<file path="config.mk">
export PLATFORM = sky130hd
export DESIGN_NAME = inst_fetch_ctrl
export DESIGN_NICKNAME = d
export VERILOG_FILES = /design/src/rtl/inst_fetch_ctrl.sv
export SDC_FILE = /design/constraint.sdc
export NUM_CORES = 1
export LEC_CHECK = 0
export BUFFER_PORTS_ARGS = -buffer_cell sky130_fd_sc_hd__buf_2
export CORE_UTILIZATION = 45
export CTS_CLUSTER_DIAMETER = 120
export DETAILED_ROUTE_END_ITERATION = 12
export PLACE_DENSITY = 0.72
export SYNTH_ARGS = -nofsm -noshare
export SYNTH_HDL_FRONTEND = slang
export SYNTH_SLANG_ARGS = --single-unit
</file>
<file path="constraint.sdc">
create_clock -name clk -period 6 [get_ports clk]
set_clock_uncertainty 0.15 [all_clocks]
set_input_delay 1.2 -clock clk [delete_from_list [all_inputs] [get_ports clk]]
set_output_delay 1.2 -clock clk [all_outputs]
set_load 0.1 [all_outputs]
</file>
<file path="src/rtl/inst_fetch_ctrl.sv">
// Instruction fetch sequencer: owns the PC, issues word reads to instruction memory,
// buffers returned words in a small queue and hands them to decode over valid/ready.
module inst_fetch_ctrl #(
   parameter logic [31:0] RESET_PC = 32'h0000_0000,
   parameter int unsigned PC_STEP  = 4,
   parameter int unsigned QDEPTH   = 2
) (
   input  logic        clk,
   input  logic        rst,
   input  logic        fetch_en,
   output logic        mem_req,
   output logic [31:0] mem_addr,
   input  logic [31:0] mem_rdata,
   input  logic        redirect,
   input  logic [31:0] redirect_pc,
   output logic        if_valid,
   input  logic        if_ready,
   output logic [31:0] if_inst,
   output logic [31:0] if_pc,
   output logic [15:0] fetch_cnt
);

   localparam int PW = (QDEPTH > 1) ? $clog2(QDEPTH) : 1;
   localparam int CW = PW + 1;

   typedef enum logic {ST_RUN, ST_DROP} state_t;

   state_t        state_q, state_d;
   logic [31:0]   pc_q, pc_d;
   logic [31:0]   req_pc_q, req_pc_d;
   logic          inflight_q, inflight_d;
   logic [PW-1:0] head_q, head_d;
   logic [PW-1:0] tail_q, tail_d;
   logic [CW-1:0] count_q, count_d;
   logic [15:0]   fetch_cnt_q, fetch_cnt_d;
   logic [31:0]   inst_q [QDEPTH];
   logic [31:0]   tag_q  [QDEPTH];

   logic          transfer;
   logic          push;
   logic [CW:0]   occ;

   assign if_valid  = (count_q != '0);
   assign if_inst   = if_valid ? inst_q[head_q] : 32'h0;
   assign if_pc     = if_valid ? tag_q[head_q]  : 32'h0;
   assign fetch_cnt = fetch_cnt_q;
   assign mem_addr  = pc_q;

   assign transfer = if_valid & if_ready & ~redirect;
   assign push     = inflight_q & (state_q == ST_RUN) & ~redirect;

   // A slot freed by this cycle's transfer counts as free, which is what lets the
   // two-entry queue sustain one instruction per cycle.
   assign occ     = {1'b0, count_q} + {{CW{1'b0}}, inflight_q} - {{CW{1'b0}}, transfer};
   assign mem_req = rst & fetch_en & ~redirect & (occ < (CW+1)'(QDEPTH));

   always_comb begin
      state_d     = state_q;
      pc_d        = pc_q;
      req_pc_d    = req_pc_q;
      inflight_d  = inflight_q;
      head_d      = head_q;
      tail_d      = tail_q;
      count_d     = count_q;
      fetch_cnt_d = fetch_cnt_q;
      if (redirect) begin
         // A response due this cycle belongs to the old stream and is never queued.
         state_d    = inflight_q ? ST_DROP : ST_RUN;
         pc_d       = {redirect_pc[31:2], 2'b00};
         inflight_d = 1'b0;
         head_d     = '0;
         tail_d     = '0;
         count_d    = '0;
      end else begin
         state_d    = ST_RUN;
         inflight_d = mem_req;
         if (mem_req) begin
            pc_d     = pc_q + 32'(PC_STEP);
            req_pc_d = pc_q;
         end
         if (push) begin
            tail_d = tail_q + 1'b1;
         end
         if (transfer) begin
            head_d      = head_q + 1'b1;
            fetch_cnt_d = fetch_cnt_q + 16'd1;
         end
         count_d = count_q + CW'(push) - CW'(transfer);
      end
   end

   always_ff @(posedge clk or negedge rst) begin
      if (!rst) begin
         state_q     <= ST_RUN;
         pc_q        <= RESET_PC;
         req_pc_q    <= 32'h0;
         inflight_q  <= 1'b0;
         head_q      <= '0;
         tail_q      <= '0;
         count_q     <= '0;
         fetch_cnt_q <= 16'h0;
      end else begin
         state_q     <= state_d;
         pc_q        <= pc_d;
         req_pc_q    <= req_pc_d;
         inflight_q  <= inflight_d;
         head_q      <= head_d;
         tail_q      <= tail_d;
         count_q     <= count_d;
         fetch_cnt_q <= fetch_cnt_d;
      end
   end

   always_ff @(posedge clk or negedge rst) begin
      if (!rst) begin
         for (int i = 0; i < QDEPTH; i++) begin
            inst_q[i] <= 32'h0;
            tag_q[i]  <= 32'h0;
         end
      end else begin
         for (int i = 0; i < QDEPTH; i++) begin
            if (push && (tail_q == PW'(i))) begin
               inst_q[i] <= mem_rdata;
               tag_q[i]  <= req_pc_q;
            end
         end
      end
   end

   a_no_overflow: assert property (@(posedge clk) disable iff (!rst)
      !(push && !transfer && (count_q == CW'(QDEPTH))));

endmodule

</file>
# Yosys cells after proc, flatten, opt, wreduce, memory -nomap -nowiden
# Cells that the tools add are included.
# word_totals
wordCells,59
out_inout_bits,114
regBits,214
inputBits,69
# op_classes
n_lt_le_gt_ge,2
muxes,18
bitwise_logic,11
add_sub_neg,8
reduce_logical,8
# ops
cell,n
32-bit 2-to-1 mux,10
32-bit by 3-bit adder with 32-bit output (second input constant),1
16-bit by 1-bit adder with 16-bit output (second input constant),1
2-bit nonzero test,4
1-bit AND,7
1-bit 2-to-1 mux,7
2-bit AND reduction,2
2-bit by 1-bit adder with 3-bit output,1
3-bit by 2-bit less-than comparator with 1-bit output (second input constant),1
1-bit NOT,3
3-bit by 1-bit subtractor with 3-bit output,1
1-bit adder (second input constant),2
2-bit by 1-bit adder with 2-bit output,1
2-bit >= comparator (second input constant),1
1-bit logical AND,2
2-bit 2-to-1 mux,1
1-bit NOT with 2-bit output,1
2-bit by 1-bit subtractor with 2-bit output,1

# Depth between registers and ports, before layout
# logic_depth
ltp_word,8
mapped_depth,12
mapped_depth_nobuf,11

# Worst setup path after synthesis
# Ideal clock, no wire load.
# synth_timing
path_kind,in2out
start,input port redirect
end,output port mem_req
setup_slack_ns,1.043
required_ns,4.650
t_arrival_ns,3.607
n_path_buf,3
stages,10
cell_sequence,buf_2 nor2_1 ha_1 nand2b_1 fa_1 nand4b_1 or2_4 inv_2 buf_4 buf_2
# synth_via
elab_chain_len,5
word_cells_on_any_way,6
classes_between,add/sub (1); order compare (1); bitwise (4)
# synth_rtl
element,line_no,text
"start, declared",14,"input logic redirect,"
1-bit NOT (no line) (*),--,
1-bit AND,49,assign transfer = if_valid & if_ready & ~redirect;
3-bit by 1-bit subtractor with 3-bit output,54,"assign occ = {1'b0, count_q} + {{CW{1'b0}}, inflight_q} - {{CW{1'b0}}, transfer};"
3-bit by 2-bit less-than comparator with 1-bit output,55,assign mem_req = rst & fetch_en & ~redirect & (occ < (CW+1)'(QDEPTH));
1-bit AND (*),55,
"end, declared",11,"output logic mem_req,"
# Mark *: on every way between the ends. The rest lies on a longest branch, timed or not.

# Worst setup path after layout
# layout_timing
start,input port if_ready
end,output port mem_req
# layout_via
elab_chain_len,5
# layout_rtl
element,line_no,text
"start, declared",17,"input logic if_ready,"
1-bit AND (2 in a row),49,
3-bit by 1-bit subtractor with 3-bit output,54,
3-bit by 2-bit less-than comparator with 1-bit output,55,
1-bit AND,55,
# Every way passes these cells.

==> results.rst <==
.. list-table::
   :header-rows: 1

   * - Metric
     - Value
   * - Critical path fanouts, max
     - 6
   * - Post-layout min period
     - 4.73 ns
   * - Synthesized netlist cell count
     - 825
   * - Overall global routing resource usage
     - 20.2%
   * - Clock Pin Slew Worst Setup and Hold Paths
     - 0.06 ns
   * - Most frequent cells in the layout
     - sky130_fd_sc_hd__dfrtp_1 (205), sky130_fd_sc_hd__buf_2 (174), sky130_fd_sc_hd__mux2_2 (125)
   * - Fraction of layout instances using a drive strength above 1
     - 35.5%
   * - Final wirelength
     - 21300 um
   * - Unrepaired setup endpoints after global routing
     - false
   * - Placement row count
     - 52
   * - Post CTS Setup Buffer Count
     - 0
   * - Crit path arrival time
     - 3.38 ns
   * - Number of port buffers
     - 176
   * - EDFF count, synth
     - 0
   * - Residual DRC count
     - 0
   * - Max-slew violation count
     - 0
   * - Largest net degree at the start of global routing
     - 87
   * - Initial core utilization
     - 46.4%
   * - Most frequent standard cell in the layout excluding fill and tap cells
     - sky130_fd_sc_hd__dfrtp_1
   * - Final hold violations
     - 0
   * - TritonCTS buffer count
     - 23
   * - Static power due to leakage
     - 5.47 nW
   * - Count of vias placed by the detailed router
     - 6726
   * - CP required
     - 4.65 ns
   * - Starting DRC count in detailed routing
     - 356
   * - Total iterations of the first detailed-routing run
     - 5
   * - TritonCTS clock tree
     - done
   * - Max_slew headroom
     - 35.4%
   * - Number of nets still failing antenna checks after routing
     - 0
   * - Pwr Density
     - 390 mW/mm2
   * - Initial antenna violation count
     - 1
   * - Worst-Skew Late Latency
     - 0.52 ns
   * - Count of maximum capacitance violations
     - 0
   * - Level count of the clock H-tree
     - 1
   * - Sort of element at the end of the critical path
     - output pin
   * - Count of hold-fix buffers inserted at cts
     - 0
   * - Average instance area after synthesis
     - 11.5 um2
   * - DR WL/cell
     - 16.8 um
   * - Post-layout util
     - 55.1%
   * - Area of the core
     - 0.0204 mm2
   * - DIE AREA
     - 0.0217 mm2
   * - I/O pin total
     - 183
   * - Clock root cell
     - sky130_fd_sc_hd__clkbuf_16
   * - Placed wire-length estimate after detailed placement
     - 13900 um
   * - Overflow left after global routing
     - 0
   * - Transition time at the pin with the least slew margin
     - 0.967 ns
   * - Average via count per standard cell
     - 5.29
   * - Critical Path Start Type
     - input port
   * - Final antenna diode count
     - 0
   * - Via count of the first global-routing pass
     - 6788
   * - Synth Flop Type
     - sky130_fd_sc_hd__dfrtp_1
   * - Gpl congestion
     - 0.809
   * - Count of instances resized after the clock tree is built
     - 0
   * - Share of the clock period used by the worst path
     - 78.9%
   * - Synth Register Bits
     - 206
   * - Number of synthesis warnings
     - 0
   * - Count of unique library cells instantiated by Yosys
     - 52
   * - Top achievable clock speed
     - 211 MHz
   * - Setup Viol. Count Final
     - 0
   * - Die Width
     - 147 um
   * - WHS
     - 0.329 ns
   * - VDD IR-drop max
     - 0.422 mV
   * - Async set-reset flop share out of synthesis
     - 100%
   * - Number of cell instances on the worst register-to-register path
     - 12
   * - Mapped Area
     - 0.00949 mm2
   * - Wire length of the first global-routing pass
     - 35100 um
   * - Sink count of the clock tree
     - 206
   * - Classification of the worst setup path
     - input port to output pin
   * - Final setup TNS
     - 0 ns
   * - Die Y
     - 147 um
   * - Sequential fraction of the synthesis area
     - 54.3%
   * - Layout Area Growth over Synthesis
     - 18.7%
   * - Hold Path Cell Cnt
     - 1
   * - Nets@finish
     - 1063
   * - Result of the run
     - completed
   * - Maximum clock path buffer count
     - 3
   * - Type of the worst min-delay path
     - flip-flop to flip-flop
layout make-up:
class                   instances  area [um2]
fillers                      1801        9170
multi-input cells             559        4030
repair buffers                186         980
clock buffers                  35         661
inverters                      12        45.0
clock inverters                 4        48.8
flip-flops and latches        206        5160
well taps                     270         338
state kept, by name, summed over array words and instances, names as in the netlist:
signal	count
head_q	1
fetch_cnt	16
tag_q	60
req_pc_q	30
state_q	1
count_q	2
inst_q	64
tail_q	1
inflight_q	1
mem_addr	30
critical path: stages:
cell and delay (ns):
sky130_fd_sc_hd__buf_2 0.09, sky130_fd_sc_hd__o21ai_1 0.12, sky130_fd_sc_hd__nor2_1 0.40, sky130_fd_sc_hd__ha_1 0.32
sky130_fd_sc_hd__nand2b_1 0.15, sky130_fd_sc_hd__fa_1 0.48, sky130_fd_sc_hd__nand4b_1 0.09, sky130_fd_sc_hd__or2_4 0.29
sky130_fd_sc_hd__inv_2 0.08, sky130_fd_sc_hd__buf_12 0.17
through the flow:
| stage | instance area (um2) | power, mW | cells | setup WS (ns) |
|---|---|---|---|---|
| 6_report | 11300 | 4.39 | 1272 | 1.27 |
| 5_1_grt | 11300 | 4.63 | 1272 | 1.10 |
| 4_1_cts | 11300 | 4.44 | 1272 | 1.27 |
| 3_5_place_dp | 10500 | 3.09 | 1233 | 1.27 |
| 3_3_place_gp | 10500 | 3.05 | 1233 | 1.30 |
| 2_1_floorplan | 9500 | 2.83 | 828 | 1.04 |
path summary, 6_finish.rpt:
kind / slack [ns] / from / end
min in group asynchronous: 0.56 / rst / fetch_cnt[9]
setup reg to reg: 2.14 / count_q[1] / mem_addr[7]
hold / removal: 0.33 / fetch_cnt[15] / fetch_cnt[15]
max in group asynchronous: 3.84 / rst / inst_q[51]
hold reg to reg: 0.33 / fetch_cnt[15] / fetch_cnt[15]
setup / recovery: 1.27 / if_ready / mem_req
kinds of logic (layout without fill, tap and decap cells):
group	count (synthesis)	in the layout	synth area share (%)
buffers and inverters	63	237	3.46
muxes	187	187	21.4
DFF	206	206	54.3
and+or+nand+nor	269	269	12.8
other	1	4	0.0395
xor gates and xnor gates	24	24	2.22
AOI/OAI and AO/OA	69	69	4.92
adders and majority gates	6	6	0.871
routing by layer:
metal	track usage (%)	up-vias	wire, um
met5	0	-	0
met4	4.48	0	267
met3	3.98	24	1410
met2	32.3	212	9790
met1	28.4	3302	9850
li1	-	3188	-
power by group:
group / leakage [nW] / internal [mW] / switching (mW)
registers: 2.66 / 1.71 / 0.220
logic: 2.46 / 0.368 / 0.762
clock network: 0.348 / 0.796 / 0.538
total: 5.47 / 2.87 / 1.52
synth_stat cells (6+ instances only):
master	instances	share of area, %
sky130_fd_sc_hd__mux2i_1	62	6.5
sky130_fd_sc_hd__o311ai_1	12	1.1
sky130_fd_sc_hd__o21ai_0	23	1.2
sky130_fd_sc_hd__nand4_1	12	0.79
sky130_fd_sc_hd__o211ai_1	8	0.63
sky130_fd_sc_hd__and3_1	9	0.59
sky130_fd_sc_hd__dfrtp_1	206	54
sky130_fd_sc_hd__clkbuf_1	13	0.51
sky130_fd_sc_hd__nand3_1	17	0.90
sky130_fd_sc_hd__nor2_1	81	3.2
sky130_fd_sc_hd__inv_1	10	0.40
sky130_fd_sc_hd__xor2_1	12	1.1
sky130_fd_sc_hd__buf_2	27	1.4
sky130_fd_sc_hd__xnor2_1	12	1.1
sky130_fd_sc_hd__buf_4	6	0.47
sky130_fd_sc_hd__nand2_1	123	4.9
sky130_fd_sc_hd__mux2_2	125	15
Note: power is estimated with default switching activity, not from simulation.
